$ cat src/rtl/mc_control.sv
// Multi-cycle MIPS control FSM: fetch/decode/execute/memory/writeback sequencing
// with a memory-ready stall counter that traps to FAULT. Define MC_CONTROL_BNE_EN to decode BNE.
module mc_control #(
    parameter int MEM_TIMEOUT = 15,
    parameter int ALUOP_W     = 2
) (
    input  logic               clk,
    input  logic               rst_n,
    input  logic               run_i,
    input  logic [5:0]         opcode_i,
    input  logic               zero_i,
    input  logic               mem_ready_i,
    output logic               pc_write_o,
    output logic               ir_write_o,
    output logic               iord_o,
    output logic               mem_read_o,
    output logic               mem_write_o,
    output logic               reg_write_o,
    output logic [1:0]         reg_dst_o,
    output logic [1:0]         mem_to_reg_o,
    output logic               alu_src_a_o,
    output logic [1:0]         alu_src_b_o,
    output logic [ALUOP_W-1:0] alu_op_o,
    output logic [1:0]         pc_src_o,
    output logic               retire_o,
    output logic               fault_o,
    output logic [3:0]         state_o
);

    localparam int CNT_W = (MEM_TIMEOUT > 0) ? $clog2(MEM_TIMEOUT + 1) : 1;

    localparam logic [5:0] OP_RFMT = 6'd0;
    localparam logic [5:0] OP_JAL  = 6'd3;
    localparam logic [5:0] OP_BEQ  = 6'd4;
    localparam logic [5:0] OP_ADDI = 6'd8;
    localparam logic [5:0] OP_ANDI = 6'd12;
    localparam logic [5:0] OP_LW   = 6'd35;
    localparam logic [5:0] OP_SW   = 6'd43;
`ifdef MC_CONTROL_BNE_EN
    localparam logic [5:0] OP_BNE  = 6'd5;
`endif

    localparam logic [ALUOP_W-1:0] ALU_ADD   = ALUOP_W'(2'b00);
    localparam logic [ALUOP_W-1:0] ALU_SUB   = ALUOP_W'(2'b01);
    localparam logic [ALUOP_W-1:0] ALU_FUNCT = ALUOP_W'(2'b10);
    localparam logic [ALUOP_W-1:0] ALU_AND   = ALUOP_W'(2'b11);

    typedef enum logic [3:0] {
        S_FETCH    = 4'd0,
        S_DECODE   = 4'd1,
        S_MEM_ADDR = 4'd2,
        S_MEM_RD   = 4'd3,
        S_MEM_WB   = 4'd4,
        S_MEM_WR   = 4'd5,
        S_R_EXEC   = 4'd6,
        S_R_WB     = 4'd7,
        S_I_EXEC   = 4'd8,
        S_I_WB     = 4'd9,
        S_BRANCH   = 4'd10,
        S_JAL      = 4'd11,
        S_FAULT    = 4'd12
    } state_t;

    state_t             state_q, state_d;
    logic [CNT_W-1:0]   cnt_q, cnt_d;

    logic               pc_write_c, ir_write_c, iord_c, mem_read_c, mem_write_c;
    logic               reg_write_c, alu_src_a_c, retire_c, fault_c;
    logic [1:0]         reg_dst_c, mem_to_reg_c, alu_src_b_c, pc_src_c;
    logic [ALUOP_W-1:0] alu_op_c;
    logic               stall;
    logic               at_limit;

    assign at_limit = (MEM_TIMEOUT != 0) && (cnt_q == CNT_W'(MEM_TIMEOUT));

    always_ff @(posedge clk or negedge rst_n) begin
        if (!rst_n) begin
            state_q <= S_FETCH;
            cnt_q   <= '0;
        end else begin
            state_q <= state_d;
            cnt_q   <= cnt_d;
        end
    end

    always_comb begin
        state_d      = state_q;
        pc_write_c   = 1'b0;
        ir_write_c   = 1'b0;
        iord_c       = 1'b0;
        mem_read_c   = 1'b0;
        mem_write_c  = 1'b0;
        reg_write_c  = 1'b0;
        reg_dst_c    = 2'b00;
        mem_to_reg_c = 2'b00;
        alu_src_a_c  = 1'b0;
        alu_src_b_c  = 2'b00;
        alu_op_c     = ALU_ADD;
        pc_src_c     = 2'b00;
        retire_c     = 1'b0;
        fault_c      = 1'b0;
        stall        = 1'b0;

        case (state_q)
            S_FETCH: begin
                if (run_i) begin
                    mem_read_c  = 1'b1;
                    alu_src_b_c = 2'b01;
                    if (mem_ready_i) begin
                        ir_write_c = 1'b1;
                        pc_write_c = 1'b1;
                        state_d    = S_DECODE;
                    end else begin
                        stall = 1'b1;
                    end
                end
            end
            S_DECODE: begin
                // ALU precomputes the branch target while the opcode is decoded
                alu_src_b_c = 2'b11;
                case (opcode_i)
                    OP_LW, OP_SW:     state_d = S_MEM_ADDR;
                    OP_RFMT:          state_d = S_R_EXEC;
                    OP_ADDI, OP_ANDI: state_d = S_I_EXEC;
                    OP_BEQ:           state_d = S_BRANCH;
`ifdef MC_CONTROL_BNE_EN
                    OP_BNE:           state_d = S_BRANCH;
`endif
                    OP_JAL:           state_d = S_JAL;
                    default:          state_d = S_FAULT;
                endcase
            end
            S_MEM_ADDR: begin
                alu_src_a_c = 1'b1;
                alu_src_b_c = 2'b10;
                if (opcode_i == OP_LW)      state_d = S_MEM_RD;
                else if (opcode_i == OP_SW) state_d = S_MEM_WR;
                else                        state_d = S_FAULT;
            end
            S_MEM_RD: begin
                mem_read_c = 1'b1;
                iord_c     = 1'b1;
                if (mem_ready_i) state_d = S_MEM_WB;
                else             stall   = 1'b1;
            end
            S_MEM_WB: begin
                reg_write_c  = 1'b1;
                mem_to_reg_c = 2'b01;
                retire_c     = 1'b1;
                state_d      = S_FETCH;
            end
            S_MEM_WR: begin
                mem_write_c = 1'b1;
                iord_c      = 1'b1;
                if (mem_ready_i) begin
                    retire_c = 1'b1;
                    state_d  = S_FETCH;
                end else begin
                    stall = 1'b1;
                end
            end
            S_R_EXEC: begin
                alu_src_a_c = 1'b1;
                alu_op_c    = ALU_FUNCT;
                state_d     = S_R_WB;
            end
            S_R_WB: begin
                reg_write_c = 1'b1;
                reg_dst_c   = 2'b01;
                retire_c    = 1'b1;
                state_d     = S_FETCH;
            end
            S_I_EXEC: begin
                alu_src_a_c = 1'b1;
                alu_src_b_c = 2'b10;
                alu_op_c    = (opcode_i == OP_ANDI) ? ALU_AND : ALU_ADD;
                state_d     = S_I_WB;
            end
            S_I_WB: begin
                reg_write_c = 1'b1;
                retire_c    = 1'b1;
                state_d     = S_FETCH;
            end
            S_BRANCH: begin
                alu_src_a_c = 1'b1;
                alu_op_c    = ALU_SUB;
                pc_src_c    = 2'b01;
`ifdef MC_CONTROL_BNE_EN
                pc_write_c  = (opcode_i == OP_BNE) ? ~zero_i : zero_i;
`else
                pc_write_c  = zero_i;
`endif
                retire_c    = 1'b1;
                state_d     = S_FETCH;
            end
            S_JAL: begin
                reg_write_c  = 1'b1;
                reg_dst_c    = 2'b10;
                mem_to_reg_c = 2'b10;
                pc_write_c   = 1'b1;
                pc_src_c     = 2'b10;
                retire_c     = 1'b1;
                state_d      = S_FETCH;
            end
            S_FAULT: begin
                fault_c = 1'b1;
            end
            default: begin
                state_d = S_FAULT;
            end
        endcase

        // Timeout only redirects the next state; this cycle's strobes stand
        if (stall && at_limit) state_d = S_FAULT;
    end

    always_comb begin
        cnt_d = cnt_q;
        if (state_q == S_FETCH && !run_i)
            cnt_d = '0;
        else if (state_d != state_q)
            cnt_d = '0;
        else if (stall)
            cnt_d = cnt_q + CNT_W'(1);
    end

    // Hold every output low while reset is asserted so no partial writeback escapes
    assign pc_write_o   = rst_n & pc_write_c;
    assign ir_write_o   = rst_n & ir_write_c;
    assign iord_o       = rst_n & iord_c;
    assign mem_read_o   = rst_n & mem_read_c;
    assign mem_write_o  = rst_n & mem_write_c;
    assign reg_write_o  = rst_n & reg_write_c;
    assign reg_dst_o    = rst_n ? reg_dst_c    : 2'b00;
    assign mem_to_reg_o = rst_n ? mem_to_reg_c : 2'b00;
    assign alu_src_a_o  = rst_n & alu_src_a_c;
    assign alu_src_b_o  = rst_n ? alu_src_b_c  : 2'b00;
    assign alu_op_o     = rst_n ? alu_op_c     : '0;
    assign pc_src_o     = rst_n ? pc_src_c     : 2'b00;
    assign retire_o     = rst_n & retire_c;
    assign fault_o      = rst_n & fault_c;
    assign state_o      = rst_n ? state_q      : 4'd0;

endmodule

$ cat config.mk
export PLATFORM = sky130hd
export DESIGN_NAME = mc_control
export DESIGN_NICKNAME = d
export VERILOG_FILES = /design/src/rtl/mc_control.sv
export SDC_FILE = /design/constraint.sdc
export NUM_CORES = 1
export LEC_CHECK = 0
export BUFFER_PORTS_ARGS = -buffer_cell sky130_fd_sc_hd__buf_4
export CORE_AREA = 2 2 47 49
export CTS_BUF_LIST = sky130_fd_sc_hd__clkbuf_16
export CTS_CLUSTER_SIZE = 28
export DETAILED_ROUTE_END_ITERATION = 8
export DIE_AREA = 0 0 49 51
export PLACE_DENSITY = 0.77
export SLEW_MARGIN = 20
export SYNTH_ARGS = -nofsm -noshare
export SYNTH_HDL_FRONTEND = slang
export SYNTH_SLANG_ARGS = --single-unit
$ cat constraint.sdc
create_clock -name clk -period 3 [get_ports clk]
set_input_delay 0.15 -clock clk [delete_from_list [all_inputs] [get_ports clk]]
set_output_delay 0.15 -clock clk [all_outputs]
set_load 0.01 [all_outputs]
==> summary.txt, run 1 <==
Global route
  – Initial antenna violation count: 0
  – Gr ovfl total: 0
  – First-pass GRT wire length: 4.52 mm
  – Vias in the first global route: 997
  – Largest net degree at the start of global routing: 22
  – Total GRT Usage: 23.0%

Placed design
  – DP HPWL: 2.05 mm
  – Final RePlAce weighted congestion: 0.923
  – Port buffer count: 33
  – Area after DPL: 1210 um2
  – DP Worst Slack: 0.911 ns

Layout
  – NumNets Final: 180
  – Area growth, synth to finish: 29.8%
  – Share of cells above drive strength 1: 26.5%
  – N_diodes: 0
  – Final Instance Area: 1300 um2

Power
  – Worst VDD drop: 612 uV
  – PwrDens: 714 nW/um2
  – Lkg Pwr: 0.598 nW

Flow run
  – Max_cap viols: 0

CTS
  – Clk root buf: clkbuf_16
  – Num Clock Sinks: 8
  – Postcts setup bufs: 0
  – H-tree depth: 1
  – Clock latency at the later pin of the worst-skew pair: 0.23 ns
  – Clock slew at reported path FFs: 0.04 ns
  – CTS resizes: 0
  – CTS tree: done
  – CTS Buffer Depth: 2
  – Num CTS Buffers: 3
  – Post-CTS Hold Fix Bufs: 1

Drt
  – DR vias: 1153
  – TritonRoute pass-1 iters: 4
  – Wire per inst: 14.1 um
  – Antenna-violating nets left: 0
  – Initial DRC count: 42
  – DR vias/cell: 5.94
  – DRC viols: 0
  – DRT Wirelength: 2.74 mm

Die
  – Core Footprint: 2060 um2
  – DIE WIDTH: 49 um
  – Initial core utilization: 48.5%
  – Die area: 2500 um2
  – Die height: 51 um
  – I/O Pins: 34
  – Placement Rows: 17

Setup path
  – Crit Path Class: reg2reg
  – R2R Path End: cnt_q[2]
  – CP startpoint kind: flip-flop
  – R2r startpoint: state_q[1]
  – Data required time of the worst path: 3.11 ns
  – Flop2flop setup slack: 0.88 ns
  – Crit path max fanout: 18
  – FF-to-FF path depth: 6
  – WP data arrival: 2.23 ns
  – CP Capture Type: flip-flop

Worst hold path
  – Worst Hold End: state_q[1]
  – Hold Crit Depth: 4
  – Worst min path class: in2reg
  – HP Start: opcode_i[4]

STA
  – Final setup viols: 0
  – Final TNS setup: 0 ns
  – Rel. slew slack: 64.0%
  – Fin worst setup slack: 0.881 ns
  – Max frequency: 472 MHz
  – Final Critical Period: 2.12 ns
  – Final hold violation count: 0
  – Slew @ Worst Pin: 0.540 ns
  – RSZ-0062 raised after global routing: false
  – Slew Viols, Final: 0
  – Tcrit/Tclk final: 70.6%
  – Worst hold slack: 0.277 ns
  – Final setup skew: 0.000658 ns

Logic synthesis
  – Post-synthesis cell count: 139
  – Share of the yosys chip area belonging to registers: 20.0%
  – Syn_nets: 151
  – Seq cells post-synth: 8
  – Main synth FF type: dfrtp_1
  – Post-synthesis cell type count: 49
  – Ys async rst share: 100%
  – Syn avg cell area: 7.20 um2
  – Yosys warns: 0
  – Post-Synthesis Cell Area: 1000 um2
  – EDFF count, synth: 0

Status
  – Status: finished, final reports clean
==> critical path, cell delays in order, from the launching register on <==
cell      delay [ns]
dfrtp_1         0.67
or4bb_1         0.54
a31oi_1         0.19
nor4_1          0.10
o21a_1          0.20
o211ai_2        0.22
nor2_1          0.08
==> kinds of logic after synthesis <==
family / share of synthesized area (%)
flip-flops: 20.0
AND/OR/NAND/NOR: 43.8
buffers and inverters: 8.50
adder cells (fa/ha/maj): 1.25
AO/OA/AOI/OAI: 21.1
XOR/XNOR: 4.38
multiplexers: 1.00
==> Yosys cell counts, types with 2 or more instances <==
cell type / n / area, um2
nor3_1: 8 / 40.0
xor2_1: 3 / 26.3
nand4_1: 2 / 12.5
dfrtp_1: 8 / 200
a21oi_1: 7 / 35.0
a211oi_1: 2 / 15.0
nand3_1: 5 / 25.0
buf_6: 2 / 22.5
and3_1: 6 / 37.5
nand2_1: 13 / 48.8
buf_4: 4 / 30.0
or2_2: 2 / 12.5
a31oi_1: 2 / 12.5
xnor2_1: 2 / 17.5
o21ai_0: 5 / 25.0
and2_1: 4 / 25.0
or4bb_1: 2 / 22.5
nor4_1: 3 / 18.8
nor2_1: 20 / 75.1
or4_1: 2 / 15.0
inv_1: 4 / 15.0
buf_2: 2 / 10.0
o22ai_1: 4 / 25.0
nand2b_1: 2 / 12.5
==> registers in the layout, summed over array words and instances, names as in the netlist <==
name and cells:
cnt_q 4, state_q 4
==> layout make-up <==
| class | count | area [um2] |
|---|---|---|
| well taps | 28 | 35.0 |
| multi-input cells | 117 | 716 |
| clock buffers | 3 | 75.1 |
| repair buffers | 34 | 258 |
| flip-flops and latches | 8 | 200 |
| fillers | 204 | 764 |
| inverters | 4 | 15.0 |
==> stage by stage <==
stage               util (%)  total power, mW  instances
floorplan                  -            0.563        139
global placement        58.8            0.688        190
detailed placement      58.8            0.692        190
CTS                     62.9            0.927        194
global route            62.9            0.996        194
finish                  62.9            0.927        194
==> power breakdown <==
part | leakage, nW | internal [mW] | switching [mW]
logic | 0.454 | 0.214 | 0.275
registers | 0.106 | 0.130 | 0.0841
clock network | 0.0370 | 0.172 | 0.0520
==> cells in the final DEF, fill, tap and decap left out, types with 2 or more instances in the layout <==
cell type,n
nand4_1,2
inv_1,4
a211oi_1,2
nor4_1,3
dfrtp_1,8
nor3_1,8
xor2_1,3
or4_1,2
xnor2_1,2
clkbuf_16,3
and2_1,4
o21ai_0,5
nand2_1,13
nor2_1,20
or2_2,2
or4bb_1,2
and3_1,6
a31oi_1,2
nand2b_1,2
nand3_1,5
buf_4,33
a21oi_1,7
o22ai_1,4
==> how the worst max path moves through the flow <==
stage / slack [ns] / cells after the start / start / to
after floorplan: 1.22 / 7 / state_q[1] / cnt_q[0]
after global placement: 0.96 / 6 / state_q[0] / cnt_q[2]
after detailed placement: 0.91 / 6 / state_q[0] / cnt_q[2]
after CTS: 0.89 / 6 / state_q[0] / cnt_q[2]
after global routing: 0.68 / 6 / state_q[1] / cnt_q[0]
final: 0.88 / 6 / state_q[1] / cnt_q[2]
==> layer usage <==
metal | routed length [um] | global-route usage (%) | share of wire, % | vias to the layer above
met2 | 1270 | 35.8 | 46 | 56
met4 | 63 | 8.57 | 2.3 | 0
met5 | 0 | 0 | 0 | -
met3 | 226 | 4.09 | 8.3 | 6
li1 | - | - | - | 559
met1 | 1180 | 31.7 | 43 | 532
Note: power is estimated with default switching activity, not from simulation.
==> run 2, diff against run 1 <==
--- a/config.mk
+++ b/config.mk
@@ -6,12 +6,12 @@
 export NUM_CORES = 1
 export LEC_CHECK = 0
 export BUFFER_PORTS_ARGS = -buffer_cell sky130_fd_sc_hd__buf_4
-export CORE_AREA = 2 2 47 49
+export CORE_AREA = 2 2 51 53
 export CTS_BUF_LIST = sky130_fd_sc_hd__clkbuf_16
 export CTS_CLUSTER_SIZE = 28
 export DETAILED_ROUTE_END_ITERATION = 8
-export DIE_AREA = 0 0 49 51
-export PLACE_DENSITY = 0.77
+export DIE_AREA = 0 0 53 55
+export PLACE_DENSITY = 0.69
 export SLEW_MARGIN = 20
 export SYNTH_ARGS = -nofsm -noshare
 export SYNTH_HDL_FRONTEND = slang
==> constraint.sdc (replaced) <==
create_clock -name clk -period 1.8 [get_ports clk]
set_input_delay 0.09 -clock clk [delete_from_list [all_inputs] [get_ports clk]]
set_output_delay 0.09 -clock clk [all_outputs]
set_load 0.01 [all_outputs]
==> summary.txt, run 2 (synthesis results as in run 1) <==
Worst hold path
  – Hold Crit Depth: 4
  – Worst min path class: in2reg

Die
  – Die height: 55 um
  – DIE WIDTH: 53 um
  – Placement Rows: 18
  – Die area: 2920 um2
  – Core Footprint: 2360 um2
  – I/O Pins: 34
  – Initial core utilization: 42.3%

Placed design
  – DP HPWL: 2.35 mm
  – Placed insts: 207
  – Final RePlAce weighted congestion: 0.854
  – Port buffer count: 33

Setup path
  – CP bufs+invs: 0
  – Critical path, cell by cell: or4bb_1 > a31oi_1 > nor4_2 > o21a_1 > o211ai_2 > nor2_1
  – FF-to-FF path depth: 6
  – Critical Path Stages: 6
  – Slowest stage cell on the critical path: or4bb_1
  – Crit-path leading delay family: simple AND/OR/NAND/NOR gates
  – CP Capture Type: flip-flop
  – Crit path max fanout: 6
  – WP data arrival: 1.99 ns
  – Worst path max stage delay: 0.53 ns
  – Crit Path Class: reg2reg
  – CP startpoint kind: flip-flop
  – Data required time of the worst path: 1.91 ns

Global route
  – Vias in the first global route: 1149
  – Initial antenna violation count: 0
  – Gr ovfl total: 0
  – Total GRT Usage: 23.8%
  – Largest net degree at the start of global routing: 19
  – First-pass GRT wire length: 5.13 mm

CTS
  – Clock latency at the later pin of the worst-skew pair: 0.23 ns
  – Num CTS Buffers: 3
  – Clk root buf: clkbuf_16
  – H-tree depth: 1
  – Num Clock Sinks: 8
  – Clock slew at reported path FFs: 0.03 ns
  – CTS tree: done
  – CTS Buffer Depth: 2

STA
  – Final TNS setup: -0.352 ns
  – Final hold violation count: 0
  – Final setup skew: 0.00132 ns
  – Worst hold slack: 0.211 ns
  – Rel. slew slack: 73.5%
  – Final setup viols: 6
  – Tcrit/Tclk final: 104%
  – Fin worst setup slack: -0.0790 ns
  – RSZ-0062 raised after global routing: true
  – Slew @ Worst Pin: 0.395 ns
  – Final Critical Period: 1.88 ns
  – Max frequency: 532 MHz
  – Slew Viols, Final: 0

Layout
  – FF+latch area: 204 um2
  – Area growth, synth to finish: 57.7%
  – Most common cell after layout, fill and taps aside: buf_4
  – Share of cells above drive strength 1: 45.2%
  – Area of the multi-input gates: 806 um2
  – N_diodes: 0
  – Most frequent cells in the layout: buf_4, nor2_1, nand2_1, buf_6, a21oi_1
  – Biggest regs: cnt_q: 4 flops, state_q: 4 flops
  – Fin util: 66.8%
  – Non-Filler Instances: 216
  – NumNets Final: 200
  – Fill cells: 203

Drt
  – DR vias: 1243
  – DR vias/cell: 5.75
  – TritonRoute pass-1 iters: 4
  – Antenna-violating nets left: 0
  – Initial DRC count: 26
  – Wire per inst: 15.5 um
  – DRC viols: 0
  – DRT Wirelength: 3.35 mm

Power
  – Worst VDD drop: 1020 uV
  – Lkg Pwr: 0.721 nW
  – PwrDens: 1270 nW/um2
  – Overall Power: 2.01 mW

Flow run
  – Max_cap viols: 0

Status
  – Status: finished, violations left
  – Failing checks: setup timing
## run 2: changes by cell type in the layout (fill, tap and decap cells not counted), sizes merged
cell      before  now
buf           33   53
inv            4    3
clkinvlp       0    1
## run 2: path summary, 6_finish.rpt
kind	from	endpoint	slack, ns
max reg2reg	state_q[1]	cnt_q[2]	-0.08
min in group asynchronous	rst_n	state_q[3]	0.26
max in group asynchronous	rst_n	state_q[1]	1.36
min reg2reg	cnt_q[3]	cnt_q[3]	0.57
min	opcode_i[4]	state_q[1]	0.21
max	state_q[1]	cnt_q[2]	-0.08
## run 2: metrics by stage
stage | area, um2 | setup slack [ns]
after CTS | 1540 | -0.0775
after floorplan | 1000 | 0.0184
after detailed placement | 1330 | -0.105
after global placement | 1330 | -0.0564
after global routing | 1580 | -0.189
final | 1580 | -0.0790
## run 2: repair_timing
item	CTS	global route
hold buffers	1	0
gates cloned	0	0
buffers inserted	7	1
pin swaps	10	12
resized for setup	15	16
hold endpoints to repair	8	0
setup endpoints to repair	8	11
## run 2: tightest hold or removal path, stage by stage
cell and delay [ns]:
buf_4 0.11, nor2_1 0.07, nand2_1 0.07, a21oi_1 0.06
## run 2: final cells by class
type | count | share of cell area (%)
multi-input combinational | 117 | 51.0
timing repair buffer | 54 | 27.7
sequential | 8 | 12.9
clock buffer | 3 | 4.75
tap | 30 | 2.38
inverter | 4 | 1.19
## run 2: per-layer routing
layer	vias up	share of wire, %	global-route usage, %
li1	602	-	-
met1	600	42	29.8
met2	37	53	42.3
met3	4	4.6	3.49
met4	0	0.63	7.26
met5	-	0	0
## run 2: report_power, final
group,switching (mW),internal [mW],leakage (nW)
Sequential,0.0489,0.224,0.102
Combinational,0.730,0.643,0.582
Clock,0.0784,0.286,0.0370
Total,0.857,1.15,0.721
==> run 3, diff against run 2 <==
--- a/config.mk
+++ b/config.mk
@@ -11,7 +11,7 @@
 export CTS_CLUSTER_SIZE = 28
 export DETAILED_ROUTE_END_ITERATION = 8
 export DIE_AREA = 0 0 53 55
-export PLACE_DENSITY = 0.69
+export PLACE_DENSITY = 0.74
 export SLEW_MARGIN = 20
 export SYNTH_ARGS = -nofsm -noshare
 export SYNTH_HDL_FRONTEND = slang
==> summary.txt, run 3 (synthesis results as in run 1) <==
STA
  – Worst hold slack: 0.207 ns
  – Slew @ Worst Pin: 0.414 ns
  – Final setup viols: 7
  – Final setup skew: 0.000274 ns
  – Max frequency: 537 MHz
  – Final Critical Period: 1.86 ns
  – Rel. slew slack: 72.1%
  – Final hold violation count: 0
  – Slew Viols, Final: 0
  – Fin worst setup slack: -0.0625 ns
  – Tcrit/Tclk final: 103%
  – RSZ-0062 raised after global routing: true

Die
  – Initial core utilization: 42.3%
  – Die height: 55 um
  – DIE WIDTH: 53 um
  – Core Footprint: 2360 um2
  – Die area: 2920 um2
  – Placement Rows: 18
  – I/O Pins: 34

CTS
  – Clock latency at the later pin of the worst-skew pair: 0.23 ns
  – Clock slew at reported path FFs: 0.03 ns
  – Num CTS Buffers: 3
  – CTS tree: done
  – H-tree depth: 1
  – Clk root buf: clkbuf_16
  – CTS Buffer Depth: 2
  – Num Clock Sinks: 8

Placed design
  – DP HPWL: 2.33 mm
  – Port buffer count: 33
  – Final RePlAce weighted congestion: 0.909
  – Area after DPL: 1340 um2
  – DP Worst Slack: -0.126 ns

Layout
  – Area growth, synth to finish: 57.4%
  – Most frequent cells in the layout: buf_4, nor2_1, nand2_1, a21oi_1, dfrtp_1
  – N_diodes: 0
  – FF+latch area: 201 um2
  – Fill cells: 196
  – Area of the multi-input gates: 793 um2
  – NumNets Final: 203
  – Share of cells above drive strength 1: 43.9%
  – Most common cell after layout, fill and taps aside: buf_4
  – Biggest regs: cnt_q: 4 flops, state_q: 4 flops
  – Final Instance Area: 1580 um2

Global route
  – M3 GR Usage: 2.96%
  – Largest net degree at the start of global routing: 19
  – GR peak layer: met2
  – Initial antenna violation count: 0
  – Vias in the first global route: 1167
  – Gr ovfl total: 0
  – Total GRT Usage: 22.5%
  – Global Route met1 Usage: 25.2%
  – First-pass GRT wire length: 4.89 mm
  – Met2 Usage GRT: 44.2%

Setup path
  – Crit-path most repeated cell: buf_6
  – WP data arrival: 1.77 ns
  – Crit path max fanout: 6
  – Crit Path Class: reg2out
  – Slowest stage cell on the critical path: dfrtp_1
  – Critical path, cell by cell: buf_6 > or2_4 > buf_6 > nor3_4 > a31oi_1 > nor3_1 > buf_4
  – CP startpoint kind: flip-flop
  – Worst path max stage delay: 0.42 ns
  – Data required time of the worst path: 1.71 ns
  – CP Capture Type: output pin

Worst hold path
  – Worst min path class: in2reg

Drt
  – DRC viols: 0
  – Initial DRC count: 30
  – TritonRoute pass-1 iters: 4
  – Wire per inst: 14.9 um
  – DR vias/cell: 5.75
  – Antenna-violating nets left: 0
  – DRT Wirelength: 3.27 mm
  – DR vias: 1259

Power
  – PwrDens: 1210 nW/um2
  – Lkg Pwr: 0.736 nW
  – Overall Power: 1.91 mW
  – Worst VDD drop: 1130 uV

Flow run
  – Max_cap viols: 0

Status
  – Failing checks: setup timing
  – Status: finished, violations left
-- run 3: metrics by stage --
stage / utilization [%] / setup TNS [ns] / cells
floorplan: - / 0 / 139
global placement: 56.5 / -0.259 / 208
detailed placement: 56.5 / -0.479 / 208
CTS: 63.9 / -0.215 / 216
global route: 66.6 / -1.02 / 219
finish: 66.6 / -0.203 / 219
-- run 3: cell type report --
type	count	share of cell area [%]
multi-input combinational	117	50.4
timing repair buffer	57	28.5
sequential	8	12.8
clock buffer	3	4.77
tap	30	2.38
inverter	4	1.19
-- run 3: repair_timing --
item | 4_1_cts | 5_1_grt
resized for setup | 13 | 12
buffers inserted | 4 | 3
endpoints found under the hold margin | 8 | 0
cloned | 0 | 0
setup endpoints to repair | 8 | 17
hold buffers | 1 | 0
pin swaps | 11 | 6
-- run 3: path summary, 6_finish.rpt --
path / startpoint / to / slack [ns] / cells after the start
max in group asynchronous: rst_n / state_q[1] / 1.35 / 2
max reg2reg: state_q[1] / cnt_q[1] / -0.04 / 6
min: opcode_i[4] / state_q[1] / 0.21 / 4
min in group asynchronous: rst_n / cnt_q[3] / 0.26 / 2
min reg2reg: cnt_q[3] / cnt_q[3] / 0.55 / 2
max: state_q[0] / alu_op_o[0] / -0.06 / 7
-- run 3: critical path, delay by kind of cell (launching register included) --
kind            cells  cell delay (ns)
flops               1             0.42
simple gates        3             0.58
compound gates      1             0.10
buf+inv             3             0.44
-- run 3: power breakdown --
| group | internal (mW) | switching [mW] |
|---|---|---|
| registers | 0.220 | 0.0360 |
| clock network | 0.285 | 0.0771 |
| logic | 0.592 | 0.703 |
-- run 3: per-layer routing --
layer | vias up | part of all wire, %
li1 | 608 | -
met1 | 600 | 39
met2 | 45 | 53
met3 | 6 | 6.0
met4 | 0 | 1.4
met5 | - | 0
